## config.mk

```make
export PLATFORM = sky130hd
export DESIGN_NAME = elevator_move_controller
export DESIGN_NICKNAME = d
export VERILOG_FILES = /design/src/rtl/elevator_move_controller.sv
export SDC_FILE = /design/constraint.sdc
export NUM_CORES = 1
export LEC_CHECK = 0
export ABC_AREA = 1
export CAP_MARGIN = 20
export CELL_PAD_IN_SITES_DETAIL_PLACEMENT = 1
export CELL_PAD_IN_SITES_GLOBAL_PLACEMENT = 2
export CORE_UTILIZATION = 34
export CTS_CLUSTER_DIAMETER = 120
export CTS_CLUSTER_SIZE = 25
export DETAILED_ROUTE_END_ITERATION = 12
export PLACE_DENSITY = 0.89
export SETUP_SLACK_MARGIN = 0.1
export SLEW_MARGIN = 20
export SYNTH_ARGS = -nofsm -noshare
export SYNTH_HDL_FRONTEND = slang
export SYNTH_SLANG_ARGS = --single-unit
```

## constraint.sdc

```tcl
create_clock -name clk -period 3.2 [get_ports clk]
set_input_delay 0.64 -clock clk [delete_from_list [all_inputs] [get_ports clk]]
set_output_delay 0.64 -clock clk [all_outputs]
set_load 0.005 [all_outputs]
```

## src/rtl/elevator_move_controller.sv

```systemverilog
// Single-car trip controller: pickup leg, door, destination leg, door, idle.
// Define ELEVATOR_REQ_QUEUE_EN to buffer one request made while a trip is running.
module elevator_move_controller #(
  parameter int unsigned NUM_FLOORS  = 9,
  parameter int unsigned FLOOR_TICKS = 4,
  parameter int unsigned DOOR_TICKS  = 3
) (
  input  logic       clk,
  input  logic       rst,
  input  logic [4:0] current,
  input  logic [4:0] destination,
  input  logic       input_confirm,
  output logic [4:0] car_floor,
  output logic       moving_up,
  output logic       moving_down,
  output logic       door_open,
  output logic       busy,
  output logic       arrived,
  output logic       req_drop
);
  typedef enum logic [2:0] {IDLE, MOVE_PICK, DOOR_PICK, MOVE_DEST, DOOR_DEST} state_t;

  localparam logic [15:0] FLOOR_LAST = 16'(FLOOR_TICKS - 1);
  localparam logic [15:0] DOOR_LAST  = 16'(DOOR_TICKS - 1);
  localparam logic [4:0]  TOP_FLOOR  = 5'(NUM_FLOORS);

  state_t      state_q, state_d;
  logic [4:0]  car_q, car_d, pick_q, pick_d, dest_q, dest_d;
  logic [15:0] tick_q, tick_d;
  logic        confirm_q, confirm_d;
  logic        rq_valid_q, rq_valid_d;
  logic [4:0]  rq_cur_q, rq_cur_d, rq_dst_q, rq_dst_d;
  logic        arrived_q, arrived_d, drop_q, drop_d;
  logic [4:0]  tgt;
  logic        req_ok;
`ifdef ELEVATOR_REQ_QUEUE_EN
  logic        pend_q, pend_d;
  logic [4:0]  pend_pick_q, pend_pick_d, pend_dest_q, pend_dest_d;
`endif

  assign tgt    = (state_q == MOVE_DEST) ? dest_q : pick_q;
  assign req_ok = (rq_cur_q != '0) && (rq_cur_q <= TOP_FLOOR) &&
                  (rq_dst_q != '0) && (rq_dst_q <= TOP_FLOOR);

  always_ff @(posedge clk or posedge rst) begin
    if (rst) begin
      state_q     <= IDLE;
      car_q       <= 5'd1;
      pick_q      <= '0;
      dest_q      <= '0;
      tick_q      <= '0;
      confirm_q   <= 1'b0;
      rq_valid_q  <= 1'b0;
      rq_cur_q    <= '0;
      rq_dst_q    <= '0;
      arrived_q   <= 1'b0;
      drop_q      <= 1'b0;
`ifdef ELEVATOR_REQ_QUEUE_EN
      pend_q      <= 1'b0;
      pend_pick_q <= '0;
      pend_dest_q <= '0;
`endif
    end else begin
      state_q     <= state_d;
      car_q       <= car_d;
      pick_q      <= pick_d;
      dest_q      <= dest_d;
      tick_q      <= tick_d;
      confirm_q   <= confirm_d;
      rq_valid_q  <= rq_valid_d;
      rq_cur_q    <= rq_cur_d;
      rq_dst_q    <= rq_dst_d;
      arrived_q   <= arrived_d;
      drop_q      <= drop_d;
`ifdef ELEVATOR_REQ_QUEUE_EN
      pend_q      <= pend_d;
      pend_pick_q <= pend_pick_d;
      pend_dest_q <= pend_dest_d;
`endif
    end
  end

  // Requests are staged for one cycle, so acceptance lands on the edge after detection.
  always_comb begin
    state_d    = state_q;
    car_d      = car_q;
    pick_d     = pick_q;
    dest_d     = dest_q;
    tick_d     = tick_q + 16'd1;
    confirm_d  = input_confirm;
    rq_valid_d = input_confirm && !confirm_q;
    rq_cur_d   = current;
    rq_dst_d   = destination;
    drop_d     = 1'b0;
`ifdef ELEVATOR_REQ_QUEUE_EN
    pend_d      = pend_q;
    pend_pick_d = pend_pick_q;
    pend_dest_d = pend_dest_q;
`endif
    unique case (state_q)
      IDLE: begin
        tick_d = '0;
        if (rq_valid_q && req_ok) begin
          pick_d  = rq_cur_q;
          dest_d  = rq_dst_q;
          state_d = MOVE_PICK;
        end
      end
      MOVE_PICK, MOVE_DEST: begin
        if (car_q == tgt) begin
          state_d = (state_q == MOVE_PICK) ? DOOR_PICK : DOOR_DEST;
          tick_d  = '0;
        end else if (tick_q == FLOOR_LAST) begin
          car_d  = (tgt > car_q) ? car_q + 5'd1 : car_q - 5'd1;
          tick_d = '0;
        end
      end
      DOOR_PICK: begin
        if (tick_q == DOOR_LAST) begin
          state_d = MOVE_DEST;
          tick_d  = '0;
        end
      end
      DOOR_DEST: begin
        if (tick_q == DOOR_LAST) begin
          state_d = IDLE;
          tick_d  = '0;
`ifdef ELEVATOR_REQ_QUEUE_EN
          if (pend_q) begin
            state_d = MOVE_PICK;
            pick_d  = pend_pick_q;
            dest_d  = pend_dest_q;
            pend_d  = 1'b0;
          end
`endif
        end
      end
      default: begin
        state_d = IDLE;
        tick_d  = '0;
      end
    endcase
    if (rq_valid_q) begin
      if (!req_ok) begin
        drop_d = 1'b1;
      end else if (state_q != IDLE) begin
`ifdef ELEVATOR_REQ_QUEUE_EN
        if (!pend_q) begin
          pend_d      = 1'b1;
          pend_pick_d = rq_cur_q;
          pend_dest_d = rq_dst_q;
        end else begin
          drop_d = 1'b1;
        end
`else
        drop_d = 1'b1;
`endif
      end
    end
    arrived_d = (state_d == DOOR_DEST) && (tick_d == DOOR_LAST);
  end

  always_comb begin
    moving_up   = 1'b0;
    moving_down = 1'b0;
    door_open   = state_q inside {DOOR_PICK, DOOR_DEST};
    busy        = state_q != IDLE;
    if (state_q inside {MOVE_PICK, MOVE_DEST}) begin
      moving_up   = tgt > car_q;
      moving_down = tgt < car_q;
    end
  end

  assign car_floor = car_q;
  assign arrived   = arrived_q;
  assign req_drop  = drop_q;

endmodule

```

==> flow_metrics.env, run 1 <==
export IMPL_maxCapViolations=0
export IMPL_yosys_register_bits=48
export IMPL_finalWeightedCongestion=0.737
export IMPL_crit_type="register to primary output"
export IMPL_dp_hpwl_mm=4.58
export IMPL_antenna_found_initial=0
export IMPL_drt_initial_drc_count=75
export IMPL_placed_area_sq_um=2940
export IMPL_crit_family="simple AND/OR/NAND/NOR gates"
export IMPL_grt_max_degree=36
export IMPL_cts_root_buf="clkbuf_8"
export IMPL_die_height_um=89.2
export IMPL_hold_ws_ps=394
export IMPL_power_frac_comb=0.501
export IMPL_reg2reg_from="state_q[2]"
export IMPL_utilization=0.427
export IMPL_crit_path_max_incr_delay_ps=400
export IMPL_synth_top_area_frac=0.455
export IMPL_fin_ws_ps=388
export IMPL_worstReg2RegEnd="car_floor[4]"
export IMPL_syn_area_sq_um=2580
export IMPL_wl_per_cell_um=12.5
export IMPL_vdd_drop_max_mv=0.264
export IMPL_maxSlewViolCount=0
export IMPL_grt_pass1_wl_mm=10.3
export IMPL_die_w_um=89.2
export IMPL_async_flop_share=1.00
export IMPL_cp_end_kind="primary output"
export IMPL_clockBufferDepth=2
export IMPL_portBuffers=23
export IMPL_start_kind="register"
export IMPL_finClkSkew_ps=12.0
export IMPL_initial_utilization=0.354
export IMPL_syn_inst=331
export IMPL_avgViaCountPerCell=4.58
export IMPL_grt_overflow=0
export IMPL_h_tree_depth=2
export IMPL_fin_area_sq_um=3110
export IMPL_required_ps=2560
export IMPL_synth_nets=355
export IMPL_yosys_area_top_type="dfrtp_1"
export IMPL_critPathMaxFanout=9
export IMPL_post_route_period_util=0.879
export IMPL_intPower_mw=1.46
export IMPL_crit_arrival_ps=2170
export IMPL_rrSetupSlack_ps=520
export IMPL_synth_edf_count=0
export IMPL_ys_flop_type="dfrtp_1"
export IMPL_track_usage=0.172
export IMPL_clkPwrFrac=0.181
export IMPL_critPathBufInv=2
export IMPL_cts_tree="built"
export IMPL_finalPower_mw=2.52
export IMPL_whs_path_depth=1
export IMPL_yosysSeqAreaShare=0.466
export IMPL_hold_start="confirm_q"
export IMPL_synth_warning_count=0
export IMPL_via_count=2128
export IMPL_ys_types=29
export IMPL_grt_pass1_vias=2247
export IMPL_reg2reg_depth=17
export IMPL_cp_cell_sequence="inv_2 -> nand3_4 -> nand2_1 -> o21ai_1 -> ha_1 -> a21oi_1 -> o21ai_1 -> or2_4 -> nor2_1 -> dlygate4sd2_1"
export IMPL_area_delta_synth_final_pct=20.4
export IMPL_cpMostUsedCell="o21ai_1"
export IMPL_setup_viol=0
export IMPL_power_switching_mw=1.06
export IMPL_drt_first_pass_iters=4
export IMPL_ios=24
export IMPL_num_rows=31
export IMPL_fin_crit_ps=2810
export IMPL_place_ws_ps=90.1
export IMPL_drive_above_1_share=0.109
export IMPL_synthTopCellsByCount="nand2_1 (82), inv_1 (54), nor2_1 (48)"
export IMPL_power_density_nw_per_um2=811
export IMPL_status="finished, final reports clean"
export IMPL_insertedDiodeCount=0
export IMPL_totalWireLength_mm=5.83
export IMPL_final_hold_viol_count=0
export IMPL_cts_sinks=48
export IMPL_nNetsFinal=389
export IMPL_dp_cells=453
export IMPL_die_area_sq_um=7950
export IMPL_holdPathEnd="rq_valid_q"
export IMPL_max_slew_margin=0.670
export IMPL_tns_ps=0
export IMPL_pwr_share_seq=0.318
export IMPL_cellLeakagePower_nw=1.64
export IMPL_crit_slowest_cell="dfrtp_1"
export IMPL_p_sw_frac=0.420
export IMPL_stdcell_count=465
export IMPL_synth_most_common_cell="nand2_1"
export IMPL_drc=0
export IMPL_fp_coreArea_sq_um=7290
export IMPL_clk_pin_slew_worst_paths_ps=100
export IMPL_rsz0062_at_grt="false"
export IMPL_worst_pin_slew_ps=494
export IMPL_insertion_delay_ps=310
export IMPL_hold_path_class="register to register"
export IMPL_cts_made_buffers=5
export IMPL_synth_area_leaders="dfrtp_1 (46%), nand2_1 (12%), inv_1 (7.8%)"
export IMPL_fill_cells=926
export IMPL_max_freq_mhz=356
export IMPL_drtAntennaViolNets=0
export IMPL_postSynthAreaPerCell_sq_um=7.80
worst register-to-register path: cells and delay by family, from the launching register on:
kind | cells | cell delay, ps
flops | 1 | 400
simple gates | 7 | 760
xor+xnor | 1 | 150
buf+inv | 4 | 380
fa+ha+maj | 2 | 540
compound gates | 3 | 320
power by group through the flow:
| stage | Sequential (mW) | Clock [mW] | Combinational [mW] |
|---|---|---|---|
| 6_report | 0.802 | 0.457 | 1.26 |
| 5_1_grt | 0.817 | 0.488 | 1.44 |
| 4_1_cts | 0.803 | 0.469 | 1.22 |
| 3_5_place_dp | 0.814 | 0 | 1.18 |
| 3_3_place_gp | 0.808 | 0 | 1.13 |
| 2_1_floorplan | 0.793 | 0 | 0.810 |
flip-flops by register name, summed over array words and instances, names as in the netlist:
name / count
pick_q: 5
req_drop: 1
rq_valid_q: 1
state_q: 3
dest_q: 5
rq_dst_q: 5
tick_q: 16
rq_cur_q: 5
car_floor: 5
confirm_q: 1
arrived: 1
placed cells by master, fill, tap and decap left out, types with 2 or more instances in the layout:
| cell type | n |
|---|---|
| xor2_1 | 8 |
| inv_1 | 53 |
| nor2_2 | 9 |
| buf_4 | 5 |
| nor3_1 | 3 |
| nand2_1 | 81 |
| nand2_4 | 2 |
| nor2_4 | 2 |
| o21ai_0 | 10 |
| dfrtp_1 | 47 |
| nand2_2 | 5 |
| nand4_1 | 3 |
| ha_1 | 10 |
| inv_6 | 2 |
| o21ai_1 | 6 |
| clkbuf_8 | 5 |
| inv_2 | 2 |
| clkdlybuf4s50_1 | 21 |
| nand3b_1 | 2 |
| nand3_1 | 21 |
| a21oi_1 | 5 |
| nor2_1 | 48 |
how the worst max path moves through the flow:
stage                     from      endpoint  slack, ps  cells after the start
floorplan           state_q[2]  car_floor[4]        450                     17
global placement    state_q[2]     moving_up        170                     10
detailed placement  state_q[2]     moving_up         90                     10
CTS                 state_q[2]     moving_up         40                     11
global route        state_q[2]   moving_down        210                     10
finish              state_q[2]   moving_down        390                     10
final cells by class:
class	count	area, sq um	share of cell area
Sequential cell	48	1200	0.387
Multi-Input combinational cell	226	1180	0.381
Timing Repair Buffer	28	269	0.0865
Inverter	56	215	0.0692
Tap cell	99	124	0.0398
Clock buffer	5	68.8	0.0221
Clock inverter	3	46.3	0.0149
cell families after synthesis:
logic type	share of synthesized area
flops	0.466
buf+inv	0.0862
fa+ha+maj	0.0562
mux	0.00388
compound gates	0.0460
xor+xnor	0.0305
simple gates	0.312
layer usage:
layer  wire length, um  GRT usage  share of wire  vias to the layer above
li1                  -          -              -                     1080
met5                 0          0              0                        -
met2              2760      0.291           0.47                       19
met1              2870      0.226           0.49                     1022
met3               117     0.0249          0.020                        7
met4                83     0.0606          0.014                        0
timing repair:
item,in CTS,in global routing
setup buffers,3,1
hold buffers,0,0
endpoints found under the setup margin,2,1
resized for setup,5,6
pin swaps,0,2
No activity file was read; power rests on OpenSTA's default activity.
==> run 2: changes to the inputs <==
Settings changed: CAP_MARGIN 20 to 30, SLEW_MARGIN 20 to not set.
==> results of run 2 <==
Final layout, timing and power as in run 1 (identical DEF).
==> run 3: changes to the inputs <==
Settings changed: MAX_ROUTING_LAYER set to met4, SLEW_MARGIN set to 20.
==> run 3 against run 2 <==
Total power is essentially flat. Sequential share of layout area is the same. Clock power is essentially flat. Die area is the same. Maximum frequency shrank 0.17%. Global-route usage grew 0.56 points. First-iteration DRC count is the same. Via count is essentially flat. Clock-buffer cell count is the same. Hold slack is essentially flat. Critical path type unchanged. Largest cell class unchanged.
==> flow_metrics.env, run 3 (same netlist as run 1, synthesis figures left out) <==
export IMPL_nNetsFinal=389
export IMPL_cts_made_buffers=5
export IMPL_track_usage=0.178
export IMPL_cts_root_buf="clkbuf_8"
export IMPL_drc=0
export IMPL_max_slew_margin=0.671
export IMPL_insertedDiodeCount=0
export IMPL_rrSetupSlack_ps=520
export IMPL_rsz0062_at_grt="false"
export IMPL_cp_end_kind="primary output"
export IMPL_critPathMaxFanout=9
export IMPL_utilization=0.427
export IMPL_status="finished, final reports clean"
export IMPL_finalWeightedCongestion=0.746
export IMPL_fin_area_sq_um=3110
export IMPL_required_ps=2560
export IMPL_placed_area_sq_um=2940
export IMPL_final_hold_viol_count=0
export IMPL_grt_max_degree=36
export IMPL_hold_path_class="register to register"
export IMPL_wl_per_cell_um=12.5
export IMPL_maxCapViolations=0
export IMPL_die_height_um=89.2
export IMPL_fin_crit_ps=2820
export IMPL_final_common_cell="nand2_1"
export IMPL_via_count=2130
export IMPL_grt_overflow=0
export IMPL_vdd_drop_max_mv=0.264
export IMPL_crit_arrival_ps=2180
export IMPL_die_area_sq_um=7950
export IMPL_fill_cells=926
export IMPL_antenna_found_initial=0
export IMPL_avgViaCountPerCell=4.58
export IMPL_setup_viol=0
export IMPL_ios=24
export IMPL_crit_type="register to primary output"
export IMPL_drtAntennaViolNets=0
export IMPL_max_freq_mhz=355
export IMPL_h_tree_depth=2
export IMPL_drt_first_pass_iters=4
export IMPL_portBuffers=23
export IMPL_grt_pass1_vias=2243
export IMPL_insertion_delay_ps=310
export IMPL_area_delta_synth_final_pct=20.4
export IMPL_worst_pin_slew_ps=493
export IMPL_initial_utilization=0.354
export IMPL_dp_hpwl_mm=4.58
export IMPL_clockBufferDepth=2
export IMPL_start_kind="register"
export IMPL_power_density_nw_per_um2=811
export IMPL_largest_register_ffs=16
export IMPL_die_w_um=89.2
export IMPL_cellLeakagePower_nw=1.64
export IMPL_fp_coreArea_sq_um=7290
export IMPL_tns_ps=0
export IMPL_clk_pin_slew_worst_paths_ps=100
export IMPL_largest_register="tick_q"
export IMPL_cts_tree="built"
export IMPL_post_route_period_util=0.880
export IMPL_grt_pass1_wl_mm=10.3
export IMPL_final_cell_mix="nand2_1 (81), inv_1 (53), nor2_1 (48), dfrtp_1 (47)"
export IMPL_dp_cells=453
export IMPL_num_rows=31
export IMPL_cts_sinks=48
export IMPL_maxSlewViolCount=0
export IMPL_drt_initial_drc_count=75
export IMPL_finClkSkew_ps=12.4
export IMPL_stdcell_count=465
export IMPL_drive_above_1_share=0.109
export IMPL_hold_buffers=0
export IMPL_totalWireLength_mm=5.82
run 3: cell counts in the layout (fill, tap and decap cells not counted):
No cell type changed its count.
run 3: per-layer routing:
layer  track usage  part of all wire  up-vias
met1         0.229              0.50     1025
met3        0.0222             0.016        6
met2         0.290              0.47       20
met4        0.0606             0.015        0
met5             -                 0        -
li1              -                 -     1079
run 3: layout make-up:
class                           instances  area (sq um)  area share
Multi-Input combinational cell        226          1180       0.381
Clock inverter                          3          46.3      0.0149
Clock buffer                            5          68.8      0.0221
Inverter                               56           215      0.0692
Sequential cell                        48          1200       0.387
Timing Repair Buffer                   28           269      0.0865
Tap cell                               99           124      0.0398
run 3: critical path: stages (launching register included):
cell	delay [ps]
dfrtp_1	400
inv_2	80
nand3_4	110
nand2_1	80
o21ai_1	70
ha_1	290
a21oi_1	150
o21ai_1	70
or2_4	270
nor2_1	110
dlygate4sd2_1	240
run 3: worst paths after layout:
kind,startpoint,end,cells past startpoint
worst max-delay path,state_q[2],moving_down,10
worst min-delay path,confirm_q,rq_valid_q,1
worst max register to register,state_q[2],car_floor[4],17
worst min register to register,confirm_q,rq_valid_q,1
max in group asynchronous,rst,tick_q[12],3
min in group asynchronous,rst,car_floor[3],2
run 3: power breakdown:
group          internal, mW  switching (mW)  leakage [nW]
sequential            0.715          0.0873         0.627
combinational         0.514           0.751         0.956
clock                 0.236           0.221        0.0548
run 3: repair_timing:
item,in CTS,in global routing
setup endpoints to repair,2,1
resized for setup,5,6
setup buffers,3,1
pin swaps,0,2
run 3: metrics by stage:
stage | setup WS (ps) | power [mW] | hold WS [ps]
floorplan | 452 | 1.60 | 376
global placement | 167 | 1.93 | 382
detailed placement | 90.1 | 1.99 | 386
CTS | 40.0 | 2.49 | 398
global route | 214 | 2.75 | 422
finish | 383 | 2.52 | 394
